$ cat config.mk
export PLATFORM = sky130hd
export DESIGN_NAME = screen_sequence_ctrl
export DESIGN_NICKNAME = d
export VERILOG_FILES = /design/src/rtl/screen_sequence_ctrl.sv
export SDC_FILE = /design/constraint.sdc
export NUM_CORES = 1
export LEC_CHECK = 0
export ABC_AREA = 0
export ABC_CLOCK_PERIOD_IN_PS = 3800
export CAP_MARGIN = 20
export CELL_PAD_IN_SITES_DETAIL_PLACEMENT = 0
export CELL_PAD_IN_SITES_GLOBAL_PLACEMENT = 1
export CORE_MARGIN = 1.5
export CORE_UTILIZATION = 42
export DETAILED_ROUTE_END_ITERATION = 10
export PLACE_DENSITY_LB_ADDON = 0.1
export SYNTH_ARGS = -nofsm -noshare
export SYNTH_HDL_FRONTEND = slang
export SYNTH_SLANG_ARGS = --single-unit
$ cat constraint.sdc
create_clock -name clk -period 3.8 [get_ports clk]
set_input_delay 0.76 -clock clk [delete_from_list [all_inputs] [get_ports clk]]
set_output_delay 0.76 -clock clk [all_outputs]
set_load 0.05 [all_outputs]
$ cat src/rtl/screen_sequence_ctrl.sv
// screen_sequence_ctrl: frame-based screen sequencer around the VGA object mux.
// Gates layer drawing requests, fades the mux RGB332 output in stepped levels,
// and runs the death / level-transition sequences, freezing game logic meanwhile.
//
// Ports:
//   clk, resetN      clock, asynchronous active-low reset
//   startOfFrame     one-cycle pulse per frame
//   deathEvent       one-cycle pulse, player died (accepted in PLAY only)
//   levelStartEvent  one-cycle pulse, level change (accepted in PLAY only)
//   restartRequest   one-cycle pulse, leave death screen (accepted in HOLD only)
//   pixelRGBIn       RGB332 pixel from the object mux
//   pixelRGBOut      faded RGB332 pixel, one cycle latency
//   layerEnable      AND-mask for the mux drawing requests
//   fadeLevel        darkening level, 0 = none, 7 = black
//   gameFreeze       high whenever the sequencer is not in PLAY
//   seqState         PLAY=0, FADE_OUT=1, HOLD=2, FADE_IN=3
//   sequenceDone     one-cycle pulse on FADE_IN -> PLAY
module screen_sequence_ctrl #(
  parameter int unsigned FRAMES_PER_STEP = 4,
  parameter int unsigned HOLD_FRAMES     = 120,
  parameter int unsigned NUM_LAYERS      = 6
) (
  input  logic                  clk,
  input  logic                  resetN,
  input  logic                  startOfFrame,
  input  logic                  deathEvent,
  input  logic                  levelStartEvent,
  input  logic                  restartRequest,
  input  logic [7:0]            pixelRGBIn,
  output logic [7:0]            pixelRGBOut,
  output logic [NUM_LAYERS-1:0] layerEnable,
  output logic [2:0]            fadeLevel,
  output logic                  gameFreeze,
  output logic [1:0]            seqState,
  output logic                  sequenceDone
);

  localparam int unsigned FW = $clog2(FRAMES_PER_STEP + 1);
  localparam int unsigned HW = $clog2(HOLD_FRAMES + 1);

  localparam logic [FW-1:0] FRAME_LAST = FW'(FRAMES_PER_STEP - 1);
  localparam logic [HW-1:0] HOLD_LAST  = HW'(HOLD_FRAMES - 1);

  // Layer masks: normal play, death overlay (score + death foreground), level overlay (score)
  localparam logic [NUM_LAYERS-1:0] MASK_PLAY  = NUM_LAYERS'(6'b011111);
  localparam logic [NUM_LAYERS-1:0] MASK_DEATH = NUM_LAYERS'(6'b110000);
  localparam logic [NUM_LAYERS-1:0] MASK_LEVEL = NUM_LAYERS'(6'b010000);

  typedef enum logic [1:0] {
    PLAY     = 2'd0,
    FADE_OUT = 2'd1,
    HOLD     = 2'd2,
    FADE_IN  = 2'd3
  } state_t;

  typedef enum logic {
    CAUSE_DEATH = 1'b0,
    CAUSE_LEVEL = 1'b1
  } cause_t;

  state_t        state;
  cause_t        cause;
  logic [FW-1:0] frameCnt;
  logic [HW-1:0] holdCnt;

  // Saturating per-channel darkening; blue has one bit less so it fades at half rate
  logic [2:0] r_in, g_in, r_dim_c, g_dim_c;
  logic [1:0] b_in, b_sub, b_dim_c;

  always_comb begin
    r_in    = pixelRGBIn[7:5];
    g_in    = pixelRGBIn[4:2];
    b_in    = pixelRGBIn[1:0];
    b_sub   = fadeLevel[2:1];
    r_dim_c = (r_in > fadeLevel) ? (r_in - fadeLevel) : 3'd0;
    g_dim_c = (g_in > fadeLevel) ? (g_in - fadeLevel) : 3'd0;
    b_dim_c = (b_in > b_sub) ? (b_in - b_sub) : 2'd0;
  end

  // Pixel output register
  always_ff @(posedge clk or negedge resetN) begin
    if (!resetN) begin
      pixelRGBOut <= 8'd0;
    end else begin
      pixelRGBOut <= {r_dim_c, g_dim_c, b_dim_c};
    end
  end

  // Sequencer: state, counters and registered control outputs move together
  always_ff @(posedge clk or negedge resetN) begin
    if (!resetN) begin
      state        <= PLAY;
      cause        <= CAUSE_DEATH;
      frameCnt     <= '0;
      holdCnt      <= '0;
      fadeLevel    <= 3'd0;
      layerEnable  <= MASK_PLAY;
      gameFreeze   <= 1'b0;
      sequenceDone <= 1'b0;
    end else begin
      sequenceDone <= 1'b0;
      case (state)
        PLAY: begin
          if (deathEvent || levelStartEvent) begin
            state      <= FADE_OUT;
            cause      <= deathEvent ? CAUSE_DEATH : CAUSE_LEVEL;
            frameCnt   <= '0;
            gameFreeze <= 1'b1;
          end
        end

        FADE_OUT: begin
          if (startOfFrame) begin
            if (frameCnt == FRAME_LAST) begin
              frameCnt <= '0;
              if (fadeLevel == 3'd7) begin
                state       <= HOLD;
                fadeLevel   <= 3'd0;
                holdCnt     <= '0;
                layerEnable <= (cause == CAUSE_DEATH) ? MASK_DEATH : MASK_LEVEL;
              end else begin
                fadeLevel <= fadeLevel + 3'd1;
              end
            end else begin
              frameCnt <= frameCnt + FW'(1);
            end
          end
        end

        HOLD: begin
          // Death screen waits for the player; level screen times out on its own
          if (cause == CAUSE_DEATH) begin
            if (restartRequest) begin
              state       <= FADE_IN;
              fadeLevel   <= 3'd7;
              frameCnt    <= '0;
              layerEnable <= MASK_PLAY;
            end
          end else if (startOfFrame) begin
            if (holdCnt == HOLD_LAST) begin
              state       <= FADE_IN;
              fadeLevel   <= 3'd7;
              frameCnt    <= '0;
              layerEnable <= MASK_PLAY;
            end else begin
              holdCnt <= holdCnt + HW'(1);
            end
          end
        end

        FADE_IN: begin
          if (startOfFrame) begin
            if (frameCnt == FRAME_LAST) begin
              frameCnt <= '0;
              if (fadeLevel == 3'd0) begin
                state        <= PLAY;
                gameFreeze   <= 1'b0;
                sequenceDone <= 1'b1;
              end else begin
                fadeLevel <= fadeLevel - 3'd1;
              end
            end else begin
              frameCnt <= frameCnt + FW'(1);
            end
          end
        end

        default: state <= PLAY;
      endcase
    end
  end

  assign seqState = state;

endmodule
==> results.cfg <==
[status]
status = completed

[timing]
clock_skew_ns = 0.00342
period_share_pct = 64.0
fin_setup_tns_ns = 0
max_clock_freq_mhz = 411
maxSlewViolCount = 0
setup_viol = 0
setup_slack_ns = 1.37
fin_hold_ws_ns = 0.530
hold_viol = 0
relSlewSlack_pct = 52.7
rsz0062_at_grt = false
worst_pin_slew_ns = 0.703
min_period_ns = 2.43

[synthesis]
synth_edf_count = 0
synthesis.nets = 222
syn_inst = 187
synth.area.top_cells = dfrtp_1 37%, ha_1 12%, nor2_1 4.6%
yosysSeqAreaShare_pct = 38.8
syn_area_per_cell_um2 = 9.67
ys.flop_type = dfrtp_1
async_flop_share_pct = 100
synth_top_area_share_pct = 37.4
synth.distinct_cells = 45
synth_top_cell_by_area = dfrtp_1
synthesis.area_um2 = 1810
ys_ff_latch = 28
yosysWarnings = 0

[worst_setup_path]
path_buf_inv = 1
cp-start-kind = flop
endpoint = layerEnable[2]
critPathCaptureType = output pin
crit_type = flop to output pin
ff2ff_path_depth = 7
cp_top_family = buffers and inverters
crit_fanout = 6
cp.required_ns = 3.04
reg2reg_slack_ns = 1.67
cp_cell_sequence = clkdlybuf4s50_1
timing.rr.end = seqState[1]
cpMaxStageDelayCell = clkdlybuf4s50_1
cp.arrival_ns = 1.67
max_stage_delay_ns = 0.81
cp.depth = 1
startpoint = layerEnable[3]
r2r-start = fadeLevel[1]

[cells_and_area]
fin_cells = 267
nets = 253
drive_gt1_share_pct = 9.22
ff_latch_area_um2 = 702
multi_input_area_um2 = 975
antenna_cells = 0
area_delta_synth_final_pct = 22.1
num-fill-cells = 379

[detailed_routing]
drtIter0Drc = 77
vias = 1417
wl_per_cell_um = 14.0
viasPerCell = 5.31
finalWirelength_um = 3740
wl_met1_um = 1790
dr.pass1.iters = 4
ant_nets = 0
drcViolationCount = 0
dr_wl_met2_um = 1760
topRoutingLayerUsed = met4
wl_met3_um = 136

[global_routing]
track_usage_pct = 17.9
grt_max_degree = 29
antenna_found_initial = 0
grt-ovfl-total = 0
grt_pass1_vias = 1336
grt_pass1_wl_um = 6240

[floorplanning]
rows = 23
ioPinCount = 35
die_height_um = 68.6
initial_core_util_pct = 44.6
die-area_um2 = 4710
core_area_um2 = 4060
die_x_um = 68.6

[clock_network]
cts-root-buf = clkbuf_8
h-tree-depth = 1
cts_setup_buffers = 0
cts_tree = done
clk_path_buf_depth = 2
clk_latency_ns = 0.28
cts_buffers = 3
cts_hold_buf = 0
clock_sinks = 28
clk_pin_slew_ns = 0.10
cts_resized = 0

[flow_run]
drv_cap = 0

[power]
peakVddDrop_v = 0.000349
finalPower_w = 0.00184
p_per_area_nw_per_um2 = 834
leakagePower_nw = 1.01

[hold_path]
hold_class = flop to flop
min_path_cells = 2

[place]
numPortBuffers = 33
hpwl_um = 2800
place.gp.congestion = 0.805
dp.cells = 263
pre_cts_slack_ns = 1.15
[layout by cell type (no fill, tap or decap), types with 2 or more instances in the layout]
master	Yosys	routed
nand3_1	4	4
fa_1	3	3
nand4_1	2	2
o21ai_0	9	9
inv_1	20	20
clkdlybuf4s50_1	0	33
clkbuf_8	0	4
ha_1	18	18
a31o_2	2	2
mux2_4	2	2
nor3_1	9	9
xor2_1	4	4
nor3b_1	2	2
a21o_1	3	3
nand3_2	2	2
a21oi_1	13	13
nand3b_1	2	2
xnor2_1	3	3
nand2_1	8	8
dfrtp_1	27	27
nor2_1	22	22
[state kept, by name, indices dropped and copies added, names as in the netlist]
name          count
cause             1
fadeLevel         3
frameCnt          3
gameFreeze        1
holdCnt           7
layerEnable       2
pixelRGBOut       8
seqState          2
sequenceDone      1
[through the flow]
step | utilization [%] | area [um^2]
final | 54.4 | 2210
after global placement | 53.0 | 2150
after global routing | 54.4 | 2210
after detailed placement | 53.0 | 2150
after CTS | 54.4 | 2210
after floorplan | - | 1810
[final cells by class]
| class | instances | area share [%] |
|---|---|---|
| flip-flops and latches | 28 | 31.8 |
| clock buffers | 4 | 2.49 |
| repair buffers | 34 | 15.3 |
| inverters | 20 | 3.40 |
| multi-input cells | 131 | 44.2 |
| well taps | 50 | 2.83 |
[logic make-up after synthesis]
kind of cell    after synthesis  synth area share [%]
compound gates               38                  14.5
xor+xnor                      7                  3.39
fa+ha+maj                    21                  15.8
buf+inv                      28                  7.27
flops                        28                  38.8
mux                           4                  2.84
other cells                   1                 0.207
simple gates                 60                  17.2
[worst min path at each step]
stage | from | end
after floorplan | resetN | cause
after detailed placement | layerEnable[5] | layerEnable[5]
final | layerEnable[5] | layerEnable[5]
after global routing | frameCnt[2] | frameCnt[2]
after global placement | frameCnt[1] | frameCnt[1]
after CTS | layerEnable[5] | layerEnable[5]
[cells in the mapped netlist, types with 2 or more instances]
library cell and number:
nand2_1 8, ha_1 18, nand3_1 4, mux2_4 2, fa_1 3, dfrtp_1 27, buf_4 7, xnor2_1 3
nor3b_1 2, nor2_1 22, inv_1 20, xor2_1 4, nor3_1 9, a31o_2 2, a21oi_1 13, o21ai_0 9
a21o_1 3, nand4_1 2, nand3_2 2, nand3b_1 2
[per-layer routing]
layer  vias to the layer above  track usage, %
li1                        695               -
met2                        42            29.3
met4                         0            6.50
met1                       675            24.0
met5                         -               0
met3                         5            2.44
[report_power, final]
| group | switching, W | internal [W] | total, W |
|---|---|---|---|
| clock | 0.0000975 | 0.0000930 | 0.000191 |
| sequential | 0.000103 | 0.000396 | 0.000499 |
| combinational | 0.000700 | 0.000450 | 0.00115 |
Note: power is estimated with default switching activity, not from simulation.
